File: src/rtl/fsm_pkg.sv
`default_nettype none
// ============================================================================
//  Module   : fsm_pkg
//  Purpose  : Shared constants and state encoding for the PCIe-lite control
//             path (control FSM, word counters, FIFOs and checkers).
//  Revision : 1.0 - initial release
// ============================================================================
package fsm_pkg;

   // Bit 4 is the input FIFO, bits 3..0 are VC0..VC3
   localparam int N_FIFO = 5;
   // Threshold width; FIFO depth is 8
   localparam int TH_W   = 3;

   localparam logic [TH_W-1:0] TH_HI_RST = 3'd6;
   localparam logic [TH_W-1:0] TH_LO_RST = 3'd1;

   typedef enum logic [2:0] {
      ST_RESET  = 3'd0,
      ST_INIT   = 3'd1,
      ST_IDLE   = 3'd2,
      ST_ACTIVE = 3'd3,
      ST_ERROR  = 3'd4
   } state_t;

endpackage
`default_nettype wire

File: src/rtl/umbral_regs.sv
`default_nettype none
// ============================================================================
//  Module   : umbral_regs
//  Purpose  : Almost-full / almost-empty threshold register pair. Loads the
//             requested thresholds while configuring, unless the request is
//             inconsistent (low >= high), in which case cfg_err is raised and
//             the previous thresholds are kept.
//  Revision : 1.0 - initial release
// ============================================================================
module umbral_regs
   import fsm_pkg::*;
(
   input  logic            CLK,
   input  logic            reset,
   input  logic            in_init,
   input  logic [TH_W-1:0] umbral_alto_in,
   input  logic [TH_W-1:0] umbral_bajo_in,
   output logic [TH_W-1:0] umbral_alto,
   output logic [TH_W-1:0] umbral_bajo,
   output logic            cfg_err
);

   logic [TH_W-1:0] alto_q, alto_d;
   logic [TH_W-1:0] bajo_q, bajo_d;
   logic            cfg_err_w;
   logic            load_w;

   // Validate the request and select the next threshold values
   always_comb begin
      cfg_err_w = in_init && (umbral_bajo_in >= umbral_alto_in);
      load_w    = in_init && !cfg_err_w;
      alto_d    = load_w ? umbral_alto_in : alto_q;
      bajo_d    = load_w ? umbral_bajo_in : bajo_q;
   end

   // Threshold storage, restored to the default pair on reset
   always_ff @(posedge CLK) begin
      if (!reset) begin
         alto_q <= TH_HI_RST;
         bajo_q <= TH_LO_RST;
      end else begin
         alto_q <= alto_d;
         bajo_q <= bajo_d;
      end
   end

   assign umbral_alto = alto_q;
   assign umbral_bajo = bajo_q;
   assign cfg_err     = cfg_err_w;

endmodule
`default_nettype wire

File: src/rtl/fsm_control.sv
`default_nettype none
// ============================================================================
//  Module   : fsm_control
//  Purpose  : Main control state machine for the PCIe-lite datapath. Steps
//             through RESET / INIT / IDLE / ACTIVE / ERROR, distributes the
//             FIFO thresholds and keeps sticky per-FIFO error flags.
//  Revision : 1.0 - initial release
// ============================================================================
module fsm_control
   import fsm_pkg::*;
(
   input  logic              CLK,
   input  logic              reset,
   input  logic              init,
   input  logic [TH_W-1:0]   umbral_alto_in,
   input  logic [TH_W-1:0]   umbral_bajo_in,
   input  logic [N_FIFO-1:0] empty,
   input  logic [N_FIFO-1:0] fifo_error,
   output logic [TH_W-1:0]   umbral_alto,
   output logic [TH_W-1:0]   umbral_bajo,
   output logic [2:0]        state,
   output logic              IDLE,
   output logic              active_out,
   output logic [N_FIFO-1:0] error_out,
   output logic              cfg_err
);

   state_t            state_q, state_d;
   logic              idle_q;
   logic              active_q;
   logic [N_FIFO-1:0] error_q, error_d;
   logic              any_err_w;
   logic              all_empty_w;
   logic              in_init_w;

   assign any_err_w   = |fifo_error;
   assign all_empty_w = &empty;
   assign in_init_w   = (state_q == ST_INIT);

   umbral_regs u_umbral_regs (
      .CLK            (CLK),
      .reset          (reset),
      .in_init        (in_init_w),
      .umbral_alto_in (umbral_alto_in),
      .umbral_bajo_in (umbral_bajo_in),
      .umbral_alto    (umbral_alto),
      .umbral_bajo    (umbral_bajo),
      .cfg_err        (cfg_err)
   );

   // Next-state selection (errors win over init) and sticky error accumulation
   always_comb begin
      state_d = state_q;
      error_d = error_q;
      // Errors arriving while still in RESET are deliberately dropped
      if (state_q != ST_RESET) begin
         error_d = error_q | fifo_error;
      end
      case (state_q)
         ST_RESET:  state_d = ST_INIT;
         ST_INIT: begin
            if (any_err_w)      state_d = ST_ERROR;
            else if (init)      state_d = ST_INIT;
            else if (cfg_err)   state_d = ST_INIT;
            else if (all_empty_w) state_d = ST_IDLE;
            else                state_d = ST_ACTIVE;
         end
         ST_IDLE: begin
            if (any_err_w)         state_d = ST_ERROR;
            else if (init)         state_d = ST_INIT;
            else if (!all_empty_w) state_d = ST_ACTIVE;
            else                   state_d = ST_IDLE;
         end
         ST_ACTIVE: begin
            if (any_err_w)        state_d = ST_ERROR;
            else if (init)        state_d = ST_INIT;
            else if (all_empty_w) state_d = ST_IDLE;
            else                  state_d = ST_ACTIVE;
         end
         ST_ERROR:  state_d = ST_ERROR;
         default:   state_d = ST_RESET;
      endcase
   end

   // State register with registered Moore decodes and sticky error flags
   always_ff @(posedge CLK) begin
      if (!reset) begin
         state_q  <= ST_RESET;
         idle_q   <= 1'b0;
         active_q <= 1'b0;
         error_q  <= '0;
      end else begin
         state_q  <= state_d;
         idle_q   <= (state_d == ST_IDLE);
         active_q <= (state_d == ST_ACTIVE);
         error_q  <= error_d;
      end
   end

   assign state      = state_q;
   assign IDLE       = idle_q;
   assign active_out = active_q;
   assign error_out  = error_q;

endmodule
`default_nettype wire

File: config.mk
export PLATFORM = sky130hd
export DESIGN_NAME = fsm_control
export DESIGN_NICKNAME = d
export VERILOG_FILES = /design/src/rtl/fsm_pkg.sv /design/src/rtl/umbral_regs.sv /design/src/rtl/fsm_control.sv
export SDC_FILE = /design/constraint.sdc
export NUM_CORES = 1
export LEC_CHECK = 0
export BUFFER_PORTS_ARGS = -buffer_cell sky130_fd_sc_hd__buf_2
export CAP_MARGIN = 20
export CORE_MARGIN = 4
export CORE_UTILIZATION = 38
export CTS_CLUSTER_DIAMETER = 50
export CTS_CLUSTER_SIZE = 10
export DETAILED_ROUTE_END_ITERATION = 8
export GPL_ROUTABILITY_DRIVEN = 1
export HOLD_SLACK_MARGIN = 0.05
export PLACE_DENSITY = 0.72
export REMOVE_ABC_BUFFERS = 1
export SKIP_CTS_REPAIR_TIMING = 1
export SLEW_MARGIN = 10
export SYNTH_ARGS = -nofsm -noshare
export SYNTH_HDL_FRONTEND = slang
export SYNTH_SLANG_ARGS = --single-unit
File: constraint.sdc
create_clock -name CLK -period 1.4 [get_ports CLK]
set_input_delay 0.28 -clock CLK [delete_from_list [all_inputs] [get_ports CLK]]
set_output_delay 0.28 -clock CLK [all_outputs]
set_load 0.05 [all_outputs]
Word level (Yosys, flattened, before mapping)
Cells that the tools add are included.
- flip-flop bits (word level): 16
- word-level logic and storage cells: 29
- order comparisons: 1
- equal/unequal tests: 6
- muxes and demuxes: 7
- bitwise operators: 1
- reduce and logical (&&, ||, !) cells: 8
- operator list (kind ; number):
    3-bit by 2-bit == test with 1-bit output (second input constant) ; 4
    3-bit one-hot mux with 4 select lines ; 1
    3-bit 2-to-1 mux ; 3
    5-bit OR ; 1
    5-bit AND reduction ; 1
    5-bit OR reduction ; 1
    2-bit 2-to-1 mux ; 2
    3-bit by 1-bit == test with 1-bit output (second input constant) ; 1
    3-bit == test (second input constant) ; 1
    3-bit greater-or-equal comparator ; 1
    3-bit zero test ; 1
    3-bit nonzero test ; 1
    1-bit logical AND ; 2
    2-bit OR reduction ; 1
    1-bit zero test ; 1
    1-bit 2-to-1 mux ; 1

Depth between registers and ports, before layout
Gate-level depths: netlist (run 1).
- word-level depth: 7
- mapped depth: 6
- gate-level depth less buffers: 6

Hierarchy
From an unflattened synthesis (run 1), not the netlist that was laid out.
- cells, all modules: 80
- area, all modules: 777.0 µm²
- modules (own cells, without submodules) (module ; times used ; cells each ; area an instance (µm²)):
    fsm_control ; 1 ; 42 ; 415.4
    umbral_regs ; 1 ; 38 ; 361.6

Worst setup path before layout (run 1)
No wires, ideal clock.
- path type: register to output
- start: register state_q[0], in the netlist state[0]
- end: output cfg_err
- arrival time: 1.710 ns
- data required time: 1.120 ns
- setup slack: -0.590 ns
- cell stages (with the launch flop): 3
- path buffers: 0
- path through: dfxtp_1 > nor3b_1 > nor2b_1
- longest elaborated chain between the ends: 2
- ends and longest elaborated chain (element ; line ; RTL):
    from (decl) ; fsm_control.sv:28 ; state_t state_q, state_d;
    from (signal assigned) ; fsm_control.sv:93 ; state_q <= state_d;
    3-bit by 1-bit == test with 1-bit output ; fsm_control.sv:38 ; assign in_init_w = (state_q == ST_INIT);
    1-bit logical AND ; umbral_regs.sv:30 ; cfg_err_w = in_init && (umbral_bajo_in >= umbral_alto_in);
    to (decl) ; fsm_control.sv:25 ; output logic cfg_err
Every way passes these cells.

Worst setup path after layout (run 1)
- start: input umbral_bajo_in[1]
- end: output cfg_err
- longest elaborated chain between the ends: 2
- ends and longest elaborated chain (element ; line ; RTL):
    from (decl) ; fsm_control.sv:16 ; input logic [TH_W-1:0] umbral_bajo_in,
    3-bit greater-or-equal comparator ; umbral_regs.sv:30 ;
    1-bit logical AND ; umbral_regs.sv:30 ;
Every way passes these cells.

==> summary.md, run 1 <==
| Metric | Value |
|---|---|
| Status | finished, violations left |
| Failing checks | negative setup slack |
| Worst-margin pin slew | 0.466 ns |
| Tot GR Track Use | 14.3% |
| DRC errors left | 0 |
| FILL cells | 152 |
| Max Buffers Root-to-Sink | 2 |
| Maximum VDD drop | 0.657 mV |
| Max FO, Critical Path | 2 |
| R2R Path End | u_umbral_regs.umbral_bajo[2]$_SDFFE_PN0P_ |
| # H-tree levels | 1 |
| Tmin final | 1.50 ns |
| Critical path arrival | 1.22 ns |
| Post-synth top area share | 46.6% |
| Vias in the first global route | 700 |
| Clock slew at reported path FFs | 0.09 ns |
| Top Ports | 36 |
| CTS Buf Count | 3 |
| Post-DR wirelength/cell | 12.1 um |
| Period utilization | 107% |
| Die Y | 50.5 um |
| Detailed Route WL | 1.70 mm |
| Highest clock rate | 0.668 GHz |
| DP Wirelength | 1.32 mm |
| Via density | 4.82 |
| Syn_area_per_cell | 9.81 um2 |
| Worst r2r src | state[1]$_SDFF_PN0_ |
| Post-DRT Antenna Nets | 0 |
| Die Area | 2550 um2 |
| Post-synthesis simple-gate area fraction | 26.6% |
| Post-synthesis mux area share | 4.37% |
| Largest net degree at the start of global routing | 15 |
| #FFs+latches synth | 16 |
| First-pass GRT wire length | 2.77 mm |
| Final setup TNS | -0.0959 ns |
| Mapped Cells | 70 |
| Worst skew pair latency | 0.27 ns |
| Hold Path Stages | 3 |
| Top cells by area, synth | dfxtp_1, nor2b_1, ha_1 |
| Initial antenna violation count | 0 |
| Startpoint types | primary input |
| Seq/Total Area, Yosys | 46.6% |
| Initial DRC count | 1 |
| Fin nets | 140 |
| First-pass DRT Iterations | 2 |
| Total leakage power | 0.535 nW |
| Post-synthesis cell area | 687 um2 |
| Final worst slack | -0.0959 ns |
| Slew headroom | 68.8% |
| Clk sink count | 16 |
| Final GP Congestion | 0.701 |
| Req. time, crit path | 1.12 ns |
| Worst R2R Setup Slack | 0.11 ns |
| Max cap viols | 0 |
| IO buf count | 35 |
| FF-to-FF path depth | 5 |
| Synth Warn # | 0 |
| Core Area | 1730 um2 |
| Hold Path Class | in2reg |
| Vias | 679 |
| Starting Density | 39.8% |
| Clk root buf | clkbuf_4 |
| CP endpoint kind | output port |
| Largest area contributor in the netlist | dfxtp_1 |
| P per Cell Area | 1080 nW/um2 |
| Num rows | 15 |
| Post-Synth Adder-Cell Area | 5.46% |
| Largest family of logic cells by synthesized area | simple AND/OR/NAND/NOR gates |
| Hold_sp | fifo_error[0] |
| Max Slew Vio Count | 0 |
| Worst Setup Path Type | in2out |
| Cell Count, Final, Fillers Out | 141 |
| RSZ-0062 raised after global routing | yes |
| Final setup fails | 1 |
| Clock skew | 0.000639 ns |
| Post-synthesis compound-gate area fraction | 14.2% |
| Endpoints failing hold | 0 |
| Grt total ovfl | 0 |
| Die width | 50.5 um |
| Post-synthesis xor/xnor area fraction | 0% |
| Min-Delay Endpoint | error_out[0]$_SDFFE_PN0N_ |
| Synth cell types | 23 |
| TritonCTS clock tree | done |
| Share of post-route cells with drive strength above 1 | 54.3% |
| Number of diodes | 0 |
| Area Growth Syn to Fin | 58.3% |
| Cell total after placement | 136 |
| Hold slack final | 0.275 ns |
cell families after synthesis:
kind of cell,after synthesis
compound gates,14
fa+ha+maj,3
buf+inv,5
flops,16
mux,3
simple gates,29
layout by cell type (no fill, tap or decap), types with 2 or more instances in the layout:
cell      synthesis  layout
mux2i_1           3       3
nor3b_1           3       2
o211ai_1          3       3
buf_2             0      29
nand2_1           6       5
inv_2             0       2
clkbuf_4          0       4
buf_6             0       3
dfxtp_1          16      15
buf_4             0      10
and3_1            2       2
nor2_1            2       2
nor2b_1          10       8
ha_4              0       3
a21oi_1           6       5
registers in the layout, indices dropped and copies added (netlist names):
| signal | cells |
|---|---|
| u_umbral_regs.umbral_bajo | 3 |
| error_out | 5 |
| u_umbral_regs.umbral_alto | 3 |
| active_out | 1 |
| state | 3 |
| IDLE | 1 |
stage by stage:
step / area, um2 / power (W) / util, % / setup slack, ns
after floorplan: 683 / 0.000773 / - / -0.590
after global placement: 942 / 0.000884 / 54.6 / -0.221
after detailed placement: 942 / 0.000894 / 54.6 / -0.252
after CTS: 965 / 0.00113 / 55.9 / -0.253
after global routing: 1090 / 0.00125 / 63.0 / -0.132
final: 1090 / 0.00118 / 63.0 / -0.0959
layout make-up:
type,instances,area (um2),area share (%)
clock buffer,3,22.5,2.07
inverter,4,17.5,1.61
multi-input combinational,49,418,38.4
sequential,16,322,29.6
tap,25,31.3,2.88
timing repair buffer,44,277,25.4
per-layer routing:
metal | wire (um) | global-route usage [%]
met5 | 0 | 0
met1 | 683 | 15.5
met3 | 98 | 2.67
met4 | 9 | 7.62
met2 | 910 | 26.1
where the power goes:
part	leakage (nW)	total, W	switching [W]	internal [W]
sequential	0.132	0.000513	0.0000197	0.000493
clock	0.0138	0.000232	0.000132	0.0000996
combinational	0.389	0.000431	0.000267	0.000164
total	0.535	0.00118	0.000419	0.000757
critical path: stages:
cell and delay [ns]:
buf_4 0.12, ha_4 0.26, nand2_4 0.04, o21a_1 0.22, nor2b_4 0.14, buf_8 0.15
cells in the mapped netlist (all sizes together):
cell,count
mux2i,3
o211ai,4
nand2,6
nand4,1
nor2,2
and4,1
nor2b,10
o311a,1
a21oi,6
and3,2
nor3,1
a21boi,1
or3,1
o21a,1
nor3b,3
or4,1
clkbuf,1
nor4,1
a21o,1
inv,4
ha,3
dfxtp,16
worst max path at each step:
stage / from / to / cells after the start
finish: umbral_bajo_in[1] / cfg_err / 6
global route: umbral_alto_in[2] / cfg_err / 7
CTS: umbral_alto_in[2] / cfg_err / 7
detailed placement: umbral_alto_in[2] / cfg_err / 7
global placement: umbral_alto_in[2] / cfg_err / 7
floorplan: state[0]$_SDFF_PN0_ / cfg_err / 2
Note: power is estimated with default switching activity, not from simulation.
==> inputs of run 2 (changes only) <==
Settings changed: CELL_PAD_IN_SITES_DETAIL_PLACEMENT from default to 1, CELL_PAD_IN_SITES_GLOBAL_PLACEMENT from default to 2, CORE_ASPECT_RATIO from default to 2, CORE_UTILIZATION 38 to 21, PLACE_DENSITY 0.72 to default, PLACE_DENSITY_LB_ADDON from default to 0.1, REMOVE_ABC_BUFFERS 1 to default.
==> run 2 against run 1 <==
Effect of this change: the run still ends with negative setup slack left; sequential share of layout area is 1.4 points lower; critical path depth unchanged; clock power increased by 77%; clock-buffer cell count up 1; maximum frequency grew 1.4%; global-route usage decreased by 4.6 points; combinational power about the same; hold slack gained 0.016 ns; via count increased by 0.15%; critical path type unchanged.
==> summary.md, run 2 (synthesis results as in run 1) <==
| Metric | Value |
|---|---|
| Num rows | 29 (+14) |
| Vias in the first global route | 716 (+2.3%) |
| Initial DRC count | 4 (+3) |
| Max FO, Critical Path | 3 (+1) |
| Pre-CTS worst setup slack | -0.265 ns (-0.0128 ns) |
| Starting Density | 21.8% (-18 points) |
| Status | finished, violations left |
| Commonest cells after routing, fill and taps aside | buf_2, dfxtp_1, nor2b_1, buf_4 |
| Critical path arrival | 1.20 ns (-0.02 ns) |
| CP top delay family | adder cells |
| Period utilization | 105% (-1.5 points) |
| Clock slew at reported path FFs | 0.07 ns (-0.02 ns) |
| Core Area | 3160 um2 (+83%) |
| Area Growth Syn to Fin | 66.1% |
| Crit-path cells | buf_8, ha_4, nand2_4, o21a_4, nor2b_4, buf_8 |
| Cell total after placement | 141 (+3.7%) |
| Failing checks | negative setup slack |
| Worst-margin pin slew | 0.502 ns (+0.0356 ns) |
| Clk sink count | 16 (unchanged) |
| Hold Path Class | in2reg |
| Worst skew pair latency | 0.25 ns (-0.02 ns) |
| Startpoint types | primary input |
| First-pass GRT wire length | 3.22 mm (+16%) |
| Slew headroom | 66.4% (-2.4 points) |
| Maximum VDD drop | 0.565 mV (-14%) |
| CTS Buf Count | 3 (unchanged) |
| Vias | 680 (+0.15%) |
| FF-to-FF path depth | 5 (unchanged) |
| Highest clock rate | 0.678 GHz (+1.4%) |
| RSZ-0062 raised after global routing | yes |
| DRC errors left | 0 (unchanged) |
| Share of post-route cells with drive strength above 1 | 55.2% (+0.86 points) |
| Worst Setup Path Type | in2out |
| Crit-path slowest cell | ha_4 |
| Clock skew | 0.00496 ns (+0.00432 ns) |
| Worst R2R Setup Slack | 0.11 ns (about the same) |
| Commonest non-fill, non-tap cell in the layout | buf_2 |
| Max cap viols | 0 (unchanged) |
| FILL cells | 378 (+150%) |
| Max reg flops | 5 (unchanged) |
| Grt total ovfl | 0 (unchanged) |
| Endpoints failing hold | 0 (unchanged) |
| Post-Syn Nets | 92 |
| Total leakage power | 0.553 nW (+3.5%) |
| Top Ports | 36 (unchanged) |
| Max Slew Vio Count | 0 (unchanged) |
| Via density | 4.63 (-3.9%) |
| Hold Path Stages | 3 (unchanged) |
| Largest net degree at the start of global routing | 14 (-1) |
| Tmin final | 1.48 ns (-0.0207 ns) |
| Final GP Congestion | 0.753 (+7.4%) |
| Post-DR wirelength/cell | 13.6 um (+13%) |
| Tot GR Track Use | 9.77% (-4.6 points) |
| Final setup fails | 1 (unchanged) |
| Post-DRT Antenna Nets | 0 (unchanged) |
| Fin nets | 139 (-0.71%) |
| First-pass DRT Iterations | 3 (+1) |
| Largest stage delay, worst path | 0.28 ns (+0.02 ns) |
| # H-tree levels | 1 (unchanged) |
| Final worst slack | -0.0752 ns (+0.0207 ns) |
| Detailed Route WL | 2.00 mm (+17%) |
| WP buf/inv | 2 (unchanged) |
| Initial antenna violation count | 0 (unchanged) |
| IO buf count | 35 (unchanged) |
| Die width | 48.4 um (-4.1%) |
| Stages on worst setup path | 6 (unchanged) |
| Die Area | 4310 um2 (+69%) |
| Cell Count, Final, Fillers Out | 147 (+4.3%) |
| Max Buffers Root-to-Sink | 2 (unchanged) |
| Die Y | 88.9 um (+76%) |
| Number of diodes | 0 (unchanged) |
| Most common cell on crit path | buf_8 |
| Req. time, crit path | 1.12 ns (about the same) |
| CP endpoint kind | output port |
| P per Cell Area | 1190 nW/um2 (+10%) |
| TritonCTS clock tree | done |
| DP Wirelength | 1.60 mm (+21%) |
| Clk root buf | clkbuf_8 |
run 2: final timing paths:
path,startpoint,endpoint
worst max register to register,state[0]$_SDFF_PN0_,u_umbral_regs.umbral_bajo[2]$_SDFFE_PN0P_
worst min-delay path,umbral_alto_in[0],u_umbral_regs.umbral_alto[0]$_SDFFE_PN0P_
worst min register to register,u_umbral_regs.umbral_alto[2]$_SDFFE_PN1P_,u_umbral_regs.umbral_alto[2]$_SDFFE_PN1P_
worst max-delay path,umbral_bajo_in[2],cfg_err
run 2: per-layer routing:
metal	track usage (%)	part of all wire, %
met1	9.77	36
met2	17.9	57
met3	2.19	4.3
met4	6.05	2.6
met5	0	0
run 2: where the power goes:
part / internal (W) / switching, W / total (W)
combinational: 0.000165 / 0.000266 / 0.000431
clock: 0.000250 / 0.000162 / 0.000411
sequential: 0.000494 / 0.0000209 / 0.000515
run 2: tightest hold or removal path, stage by stage:
cell     delay (ns)
buf_6          0.08
mux2i_1        0.05
nor2b_1        0.09
run 2: through the flow:
stage	total power, W	setup TNS [ns]	hold WS [ns]	cell area, um2	util, %
CTS	0.00134	-0.249	0.297	1030	32.7
global placement	0.000905	-1.55	0.458	977	31.0
detailed placement	0.000911	-1.92	0.467	977	31.0
global route	0.00144	-0.165	0.308	1140	36.1
finish	0.00136	-0.0752	0.291	1140	36.1
floorplan	0.000793	-0.0498	0.408	722	-
run 2: final cells by class:
type	instances	area, um2	area share, %
sequential	16	322	28.2
clock buffer	4	55.1	4.82
timing repair buffer	43	278	24.3
tap	31	38.8	3.40
inverter	4	17.5	1.54
multi-input combinational	49	430	37.7
